`src/rtl/slave_read_addr_arbiter_if.sv`:
```
// AR-side arbitration bus for one crossbar slave port.
// The "master" modport is the arbiter itself (it drives grant and return
// routing); the "slave" modport is the surrounding crossbar fabric.
interface slave_read_addr_arbiter_if #(
   parameter int masters = 2,
   parameter int slaves  = 2
);
   localparam int MW = (masters > 1) ? $clog2(masters) : 1;
   localparam int SW = (slaves  > 1) ? $clog2(slaves)  : 1;

   logic          master_read_addr_fifo_empty  [0:masters-1];
   logic [SW-1:0] read_addr_forward_dest_slave [0:masters-1];
   logic          slave_read_addr_fifo_full;
   logic          rlast_accepted;
   logic [MW:0]   grant_master_number;
   logic          push_to_fifo;
   logic [MW-1:0] read_data_return_dest_master;
   logic          return_valid;

   modport master (
      input  master_read_addr_fifo_empty, read_addr_forward_dest_slave,
             slave_read_addr_fifo_full, rlast_accepted,
      output grant_master_number, push_to_fifo,
             read_data_return_dest_master, return_valid
   );

   modport slave (
      output master_read_addr_fifo_empty, read_addr_forward_dest_slave,
             slave_read_addr_fifo_full, rlast_accepted,
      input  grant_master_number, push_to_fifo,
             read_data_return_dest_master, return_valid
   );
endinterface

```
`src/rtl/slave_read_addr_arbiter.sv`:
```
// Read-address arbiter for one crossbar slave port. Picks a requesting
// master, hands its AR head to the slave AR FIFO, and remembers grant order
// so R bursts can be routed back to their owners.
// Optional: define XBAR_AR_FIXED_PRIORITY_EN for fixed lowest-index-wins
// priority instead of the default round-robin.
module slave_read_addr_arbiter #(
   parameter int masters           = 2,
   parameter int slaves            = 2,
   parameter int i_am_slave_number = 0,
   parameter int pending_depth     = 8
) (
   input  logic ACLK,
   input  logic ARESETn,
   slave_read_addr_arbiter_if.master bus
);
   localparam int MW = (masters > 1) ? $clog2(masters) : 1;
   localparam int SW = (slaves  > 1) ? $clog2(slaves)  : 1;
   localparam int PW = (pending_depth > 1) ? $clog2(pending_depth) : 1;
   localparam int CW = $clog2(pending_depth) + 1;

   typedef enum logic {IDLE, GRANT} state_t;

   state_t          state_q, state_d;
   logic [MW-1:0]   grant_q;
   logic [MW-1:0]   sel;
   logic            any_req;
   logic            load_grant;
   logic            transfer;
   logic [masters-1:0] req;

   logic [MW-1:0]   order_mem [pending_depth];
   logic [PW-1:0]   wr_ptr, rd_ptr;
   logic [CW-1:0]   count_q;
   logic            do_pop;

`ifndef XBAR_AR_FIXED_PRIORITY_EN
   logic [MW-1:0]   rr_ptr;
`endif

   // a master requests when its AR head is present and decodes to this slave
   always_comb begin
      req = '0;
      for (int m = 0; m < masters; m++)
         req[m] = !bus.master_read_addr_fifo_empty[m] &&
                  (bus.read_addr_forward_dest_slave[m] == SW'(i_am_slave_number));
   end

   // pick the next master to grant
   always_comb begin
      sel     = '0;
      any_req = 1'b0;
`ifdef XBAR_AR_FIXED_PRIORITY_EN
      for (int m = masters - 1; m >= 0; m--)
         if (req[m]) begin
            sel     = MW'(m);
            any_req = 1'b1;
         end
`else
      for (int k = 0; k < masters; k++) begin
         int idx;
         idx = int'(rr_ptr) + k;
         if (idx >= masters) idx = idx - masters;
         if (!any_req && req[idx]) begin
            sel     = MW'(idx);
            any_req = 1'b1;
         end
      end
`endif
   end

   // FSM next state and grant outputs; one bubble cycle after each grant
   always_comb begin
      state_d                 = state_q;
      load_grant              = 1'b0;
      transfer                = 1'b0;
      bus.grant_master_number = '1;
      bus.push_to_fifo        = 1'b0;
      case (state_q)
         IDLE: begin
            if (any_req && (count_q < CW'(pending_depth))) begin
               state_d    = GRANT;
               load_grant = 1'b1;
            end
         end
         GRANT: begin
            bus.grant_master_number = {1'b0, grant_q};
            bus.push_to_fifo        = 1'b1;
            if (!req[grant_q])
               state_d = IDLE;
            else if (!bus.slave_read_addr_fifo_full) begin
               transfer = 1'b1;
               state_d  = IDLE;
            end
         end
         default: state_d = IDLE;
      endcase
   end

   // FSM state, grant register and round-robin pointer
   always_ff @(posedge ACLK) begin
      if (!ARESETn) begin
         state_q <= IDLE;
         grant_q <= '0;
`ifndef XBAR_AR_FIXED_PRIORITY_EN
         rr_ptr  <= '0;
`endif
      end else begin
         state_q <= state_d;
         if (load_grant) grant_q <= sel;
`ifndef XBAR_AR_FIXED_PRIORITY_EN
         if (transfer)
            rr_ptr <= (grant_q == MW'(masters - 1)) ? '0 : grant_q + 1'b1;
`endif
      end
   end

   assign do_pop = bus.rlast_accepted && (count_q != '0);

   // order FIFO pointers and occupancy; pop on empty is ignored
   always_ff @(posedge ACLK) begin
      if (!ARESETn) begin
         wr_ptr  <= '0;
         rd_ptr  <= '0;
         count_q <= '0;
      end else begin
         if (transfer)
            wr_ptr <= (wr_ptr == PW'(pending_depth - 1)) ? '0 : wr_ptr + 1'b1;
         if (do_pop)
            rd_ptr <= (rd_ptr == PW'(pending_depth - 1)) ? '0 : rd_ptr + 1'b1;
         case ({transfer, do_pop})
            2'b10:   count_q <= count_q + 1'b1;
            2'b01:   count_q <= count_q - 1'b1;
            default: count_q <= count_q;
         endcase
      end
   end

   // order FIFO storage; contents need no reset since occupancy gates reads
   always_ff @(posedge ACLK) begin
      if (ARESETn && transfer) order_mem[wr_ptr] <= grant_q;
   end

   assign bus.return_valid                 = (count_q != '0);
   assign bus.read_data_return_dest_master = (count_q != '0) ? order_mem[rd_ptr] : '0;
endmodule

```
`src/flat_wrapper.sv`:
```
// flat-port wrapper written by rule: the top's interface ports become plain ports
module slave_read_addr_arbiter_flat 
#(
   parameter int masters           = 2,
   parameter int slaves            = 2,
   parameter int i_am_slave_number = 0,
   parameter int pending_depth     = 8
)
  (ACLK, ARESETn, bus_master_read_addr_fifo_empty, bus_read_addr_forward_dest_slave, bus_slave_read_addr_fifo_full, bus_rlast_accepted, bus_grant_master_number, bus_push_to_fifo, bus_read_data_return_dest_master, bus_return_valid);
  slave_read_addr_arbiter_if #(.masters(masters), .slaves(slaves)) bus_i ();
  input  logic ACLK;
  input  logic ARESETn;
  input wire logic [$bits(bus_i.master_read_addr_fifo_empty)-1:0] bus_master_read_addr_fifo_empty;
  input wire logic [$bits(bus_i.read_addr_forward_dest_slave)-1:0] bus_read_addr_forward_dest_slave;
  input wire logic [$bits(bus_i.slave_read_addr_fifo_full)-1:0] bus_slave_read_addr_fifo_full;
  input wire logic [$bits(bus_i.rlast_accepted)-1:0] bus_rlast_accepted;
  output wire logic [$bits(bus_i.grant_master_number)-1:0] bus_grant_master_number;
  output wire logic [$bits(bus_i.push_to_fifo)-1:0] bus_push_to_fifo;
  output wire logic [$bits(bus_i.read_data_return_dest_master)-1:0] bus_read_data_return_dest_master;
  output wire logic [$bits(bus_i.return_valid)-1:0] bus_return_valid;
  assign bus_i.master_read_addr_fifo_empty = {>>{bus_master_read_addr_fifo_empty}};
  assign bus_i.read_addr_forward_dest_slave = {>>{bus_read_addr_forward_dest_slave}};
  assign bus_i.slave_read_addr_fifo_full = bus_slave_read_addr_fifo_full;
  assign bus_i.rlast_accepted = bus_rlast_accepted;
  assign bus_grant_master_number = bus_i.grant_master_number;
  assign bus_push_to_fifo = bus_i.push_to_fifo;
  assign bus_read_data_return_dest_master = bus_i.read_data_return_dest_master;
  assign bus_return_valid = bus_i.return_valid;
  slave_read_addr_arbiter #(.masters(masters), .slaves(slaves), .i_am_slave_number(i_am_slave_number), .pending_depth(pending_depth)) u_core (.ACLK(ACLK), .ARESETn(ARESETn), .bus(bus_i));
endmodule
```
`config.mk`:
```
export PLATFORM = sky130hd
export DESIGN_NAME = slave_read_addr_arbiter_flat
export DESIGN_NICKNAME = d
export VERILOG_FILES = /design/src/rtl/slave_read_addr_arbiter_if.sv /design/src/rtl/slave_read_addr_arbiter.sv /design/src/flat_wrapper.sv
export SDC_FILE = /design/constraint.sdc
export NUM_CORES = 1
export LEC_CHECK = 0
export CORE_MARGIN = 1
export CORE_UTILIZATION = 50
export CTS_BUF_LIST = sky130_fd_sc_hd__clkbuf_2
export DETAILED_ROUTE_END_ITERATION = 12
export PLACE_DENSITY = 0.83
export SLEW_MARGIN = 20
export SYNTH_ARGS = -nofsm -noshare
export SYNTH_HDL_FRONTEND = slang
export SYNTH_SLANG_ARGS = --single-unit
export TNS_END_PERCENT = 1
```
`constraint.sdc`:
```
create_clock -name ACLK -period 2.4 [get_ports ACLK]
set_input_delay 0.48 -clock ACLK [delete_from_list [all_inputs] [get_ports ACLK]]
set_output_delay 0.48 -clock ACLK [all_outputs]
set_load 0.02 [all_outputs]
```
## Word level (Yosys, flattened, before mapping)

Memory sizes are Yosys's and may differ from the RTL's. A register that Yosys moved wholly into a read port is not among the register bits.
Cells that the tools add are included.

- Register bits after elaboration: 13
- RAM bits: 8
- Input port bits: 8
- Output and inout port bits: 5
- Word-level logic and storage cells: 72
- Memories kept: 1

Memory list:

| memory | words | bits a word | read ports | clocked after Yosys merged registers in | write ports | line | text |
|---|---|---|---|---|---|---|---|
| u_core.order_mem | 8 | 1 | 1 | 1 | 1 | slave_read_addr_arbiter.sv:31 | `logic [MW-1:0] order_mem [pending_depth];` |

- Add/subtract/negate cells: 8
- Order comparisons: 6
- Equal/unequal tests: 4
- Muxes and demuxes: 33
- Bitwise gates (word level): 3
- Reductions and logical operators: 11

Operator list:

| kind | number |
|---|---|
| $lt 32x3->1 const B | 2 |
| $mux 32 | 2 |
| $ge 32x3->1 const B | 1 |
| $sub 32x3->32 const B | 1 |
| $mux 1 | 24 |
| $mux 3 | 4 |
| $pmux 4 s2 | 1 |
| $add 3x1->3 const B | 2 |
| $eq 3x3->1 const B | 2 |
| $logic_and 1x1->1 | 6 |
| $add 4x1->4 const B | 1 |
| $lt 4x4->1 const B | 1 |
| $reduce_bool 4->1 | 1 |
| $sub 4x1->4 const B | 1 |
| $logic_not 1->1 | 3 |
| $not 1->1 | 3 |
| $sub 1x2->3 const B | 1 |
| $add 1x1->2 const B | 1 |
| $eq 2x1->1 const B | 1 |
| $eq 2x2->1 const B | 1 |
| $ge 1x2->1 const B | 1 |
| $lt 1x2->1 const B | 1 |
| $mux 2 | 1 |
| $pmux 1 s2 | 1 |
| other kinds (2) | 2 |

## Depth between registers and ports, before layout

- Depth after elaboration: 12
- Mapped depth: 11
- Depth with buffers taken out: 10

## Worst setup path before layout

Ideal clock, no wire load.

- Kind: reg-to-reg
- Start: reg u_core.count_q[3]
- End: reg u_core.count_q[2]
- Setup time: 0.076 ns
- Arrival: 2.345 ns
- Slack: -0.020 ns
- Stages on the path, launching flop included: 12
- Buffers on the path: 1
- Cell sequence: dfxtp_1 or4_1 buf_2 nand2_4 inv_1 ha_1 xor2_1 ha_1 a21oi_1 xor2_1 or3_1 a21boi_0

- Word-level cells in the longest chain between the ends: 4

Ends and longest elaborated chain:

| what | line | text |
|---|---|---|
| from (decl) | slave_read_addr_arbiter.sv:33 | `logic [CW-1:0] count_q;` |
| from (signal assigned) | slave_read_addr_arbiter.sv:131 | `2'b10: count_q <= count_q + 1'b1;` |
| from (signal assigned) | slave_read_addr_arbiter.sv:132 | `2'b01: count_q <= count_q - 1'b1;` |
| from (signal assigned) | slave_read_addr_arbiter.sv:133 | `default: count_q <= count_q;` |
| $reduce_bool 4->1 (*) | - |  |
| named net bus_return_valid | flat_wrapper.sv:20 | `output wire logic [$bits(bus_i.return_valid)-1:0] bus_return_valid;` |
| $logic_and 1x1->1 (*) | slave_read_addr_arbiter.sv:117 | `assign do_pop = bus.rlast_accepted && (count_q != '0);` |
| $eq 2x1->1 or $eq 2x2->1 (tied branches) | slave_read_addr_arbiter.sv:130 | `case ({transfer, do_pop})` |
| $pmux 4 s2 or $reduce_bool 2->1 (tied branches) | - |  |

Mark *: on every way through the listed nets, which the timed path passes. The rest lies on a longest branch.
A chain may end at the register's enable or synchronous reset.

## Final worst setup path

- Start: reg u_core.count_q[2]
- End: reg u_core.count_q[2]

- Word-level cells in the longest chain between the ends: 4

Ends and longest elaborated chain:

| what |
|---|
| branches (longest 4 deep; another with $sub 4x1->4) |

Parallel ways; which one is timed is not known.

==> metrics.csv <==
stage,metric,value,unit
route,wl_per_cell,13.18,um
power_and_ir_drop,combPwrFrac,13.0,%
final_layout,area_growth,27.08,%
floorplanning,initial_core_util,53.78,%
logic_synthesis,synth_top_area_share,26.67,%
min_path,min_path_cells,2,
placed_design,gp_congestion,0.7521,
setup_path,cp_max_fo,6,
clock_tree,cts_buffers,3,
clock_tree,cts.sinks,24,
power_and_ir_drop,ir_worst_vdd,0.2853,mV
route,dr_total_vias,953,
clock_tree,clock_path_buffers,2,
placed_design,post-place-ws,-246.2,ps
logic_synthesis,syn_nets,127,
power_and_ir_drop,swShare,21.69,%
sta,slew_violations,0,
power_and_ir_drop,p_leak,0.6111,nW
sta,rsz0062_at_grt,true,
sta,fmax,430.1,MHz
clock_tree,path_clk_slew,220,ps
placed_design,placed_cells,167,
setup_path,end_kind,flop,
final_layout,nets,159,
logic_synthesis,synth_area_leaders,"dfxtp_1 (27%), edfxtp_1 (20%), ha_1 (7.3%), mux4_2 (3.8%), nand2_1 (2.8%)",
setup_path,rr_endpoint,u_core.count_q[2],
placed_design,hpwl,1.713,mm
sta,worst_slew_pin_slew,404.4,ps
logic_synthesis,synth_area,1201,um2
min_path,holdCritPathClass,flop to flop,
power_and_ir_drop,powerDensity,524.1,nW/um2
setup_path,arrival,2600,ps
route,dr.pass1.iters,6,
global_route,grt_pass1_wl,4.167,mm
route,drt-initial-drc-count,13,
final_layout,seq_area,563.0,um2
sta,hold_slack,504.0,ps
flow_run,drv_cap,0,
sta,finalHoldViolCount,0,
route,drc_errors,0,
global_route,grt-ovfl-total,0,
sta,setup_viol,0,
logic_synthesis,synth_seq_cells,24,
power_and_ir_drop,power.sequential.fraction,54.2,%
sta,setup_tns,0,ps
final_layout,multi_input_area,623.1,um2
setup_path,required,2680,ps
power_and_ir_drop,internal_power,0.0006265,W
final_layout,antenna_cells,0,
global_route,grt_max_degree,19,
power_and_ir_drop,power.share.clock,32.7,%
logic_synthesis,yosysSeqAreaShare,46.67,%
floorplanning,row_count,17,
global_route,grt_pass1_vias,1023,
setup_path,r2r_start,u_core.count_q[2],
global_route,gr-usage-all-layers,21.54,%
setup_path,worstSetupPathType,flop to flop,
sta,fin_ws,75.17,ps
power_and_ir_drop,switching_power,0.0001735,W
route,antenna_left,0,
final_layout,drive_gt1_share,26.57,%
floorplanning,fp.dieW,51.02,um
logic_synthesis,synth_cells,112,
sta,max_slew_margin,72.76,%
min_path,worstHoldStart,u_core.rr_ptr,
logic_synthesis,avgSynthCellArea,10.72,um2
setup_path,start_kind,flop,
logic_synthesis,ys_warn_count,0,
logic_synthesis,async_reset_ff_share,0,%
clock_tree,clk_latency,330,ps
min_path,worstHoldEndpoint,u_core.rr_ptr,
sta,fin_crit,2325,ps
global_route,grt_antenna_before_repair,0,
logic_synthesis,synth_flop_cell,dfxtp_1,
floorplanning,core,2233,um2
logic_synthesis,synthDistinctLibCells,40,
final_layout,fin_cells,171,
sta,fin_worst_skew,5.524,ps
setup_path,reg2regPathDepth,10,
placed_design,io_buffers,12,
clock_tree,htree_levels,1,
final_layout,fill_cells,171,
floorplanning,io_pins,13,
floorplanning,die-area,2603,um2
logic_synthesis,synth_area_leader_cell,dfxtp_1,
floorplanning,dieHeight,51.02,um
logic_synthesis,synth_edf_count,8,
sta,period_share,96.87,%
route,viasPerCell,5.573,
route,drt_wl_total,2.254,mm
clock_tree,cts-root-buf,clkbuf_2,
outcome,status,"complete, no violations",
clock_tree,cts_tree,built,
setup_path,rrSetupSlack,80,ps
power by group through the flow:
| stage | clock network, W | registers, W | logic, W |
|---|---|---|---|
| floorplan | 0 | 0.000444 | 0.0000493 |
| global placement | 0 | 0.000442 | 0.000102 |
| detailed placement | 0 | 0.000442 | 0.000105 |
| CTS | 0.000270 | 0.000434 | 0.000105 |
| global route | 0.000285 | 0.000436 | 0.000115 |
| finish | 0.000262 | 0.000434 | 0.000104 |
repair_timing:
action                     CTS  global route
hold buffers                 0             0
buffers inserted             0             0
setup endpoints to repair    3             2
pin swaps                    0             0
gates resized for setup      6             2
through the flow:
stage | utilization (%) | power (W) | cell area (um2)
after floorplan | - | 0.0004930 | 1206
after global placement | 66.33 | 0.0005439 | 1481
after detailed placement | 66.33 | 0.0005470 | 1481
after CTS | 68.57 | 0.0008091 | 1531
after global routing | 68.35 | 0.0008357 | 1526
final | 68.35 | 0.0008001 | 1526
worst max-delay path, stage by stage, from the launching register on:
cell      delay, ps
dfxtp_2         390
or4_4           540
nand2_4          90
inv_1            60
ha_2            180
xor2_1          140
ha_1            170
a21oi_1         150
xor2_1           90
or3_1           300
a21boi_0        160
cell usage in the layout (no fill, tap or decap), types with 2 or more instances in the layout:
cell type / netlist / routed
ha_1: 7 / 6
nand2b_1: 3 / 3
inv_1: 3 / 3
nor3_1: 5 / 5
mux4_2: 2 / 2
xor2_1: 2 / 2
a21boi_0: 2 / 2
and2_1: 2 / 2
dfxtp_1: 16 / 14
edfxtp_1: 8 / 8
a21oi_1: 2 / 2
o21ai_0: 5 / 5
clkbuf_2: 0 / 3
nor4_1: 2 / 2
nand2_1: 9 / 9
buf_4: 0 / 18
nand3_1: 6 / 6
clkdlybuf4s50_1: 0 / 10
or3_1: 4 / 4
nor2b_1: 2 / 2
a21boi_2: 3 / 3
nor2_1: 6 / 6
o21a_1: 2 / 2
dfxtp_2: 0 / 2
area by class of cell:
| class | count | share of cell area (%) |
|---|---|---|
| sequential | 24 | 36.89 |
| clock inverter | 1 | 1.967 |
| tap | 28 | 2.295 |
| timing repair buffer | 30 | 16.31 |
| multi-input combinational | 82 | 40.82 |
| inverter | 3 | 0.7377 |
| clock buffer | 3 | 0.9836 |
logic make-up after synthesis:
kind of cell / Yosys count / share of synthesized area [%]
multiplexers: 4 / 5.521
AO/OA/AOI/OAI: 23 / 15.31
adder cells (fa/ha/maj): 7 / 7.291
XOR/XNOR: 3 / 2.188
AND/OR/NAND/NOR: 45 / 21.04
buffers and inverters: 6 / 1.979
flip-flops: 24 / 46.67
worst max-delay path by stage:
stage | start | endpoint | slack, ps | depth (start not counted)
6_report | u_core.count_q[2] | u_core.count_q[2] | 80 | 10
5_1_grt | u_core.count_q[2] | u_core.count_q[2] | -60 | 10
4_1_cts | flop | bus_read_data_return_dest_master | 5 | 4
3_5_place_dp | bus_master_read_addr_fifo_empty[0] | u_core.count_q[2] | -250 | 10
3_3_place_gp | bus_read_addr_forward_dest_slave[0] | u_core.count_q[2] | -150 | 10
2_1_floorplan | u_core.count_q[3] | u_core.count_q[2] | 40 | 11
routing by layer:
metal	vias to the layer above	GRT usage, %	part of all wire (%)	wire length, um
li1	480	-	-	-
met3	2	2.679	2.6	59
met4	0	8.333	0.62	14
met2	17	40.79	52	1176
met1	454	24.05	44	1003
met5	-	0	0	0
Yosys cell counts (2+ instances only):
cell	count
dfxtp_1	16
nand2_1	9
edfxtp_1	8
ha_1	7
nand3_1	6
nor2_1	6
nor3_1	5
o21ai_0	5
or3_1	4
a21boi_2	3
inv_1	3
nand2b_1	3
a21boi_0	2
a21oi_1	2
and2_1	2
clkbuf_1	2
mux4_2	2
nor2b_1	2
nor4_1	2
o21a_1	2
xor2_1	2
Power figures use the tool's default switching activity.
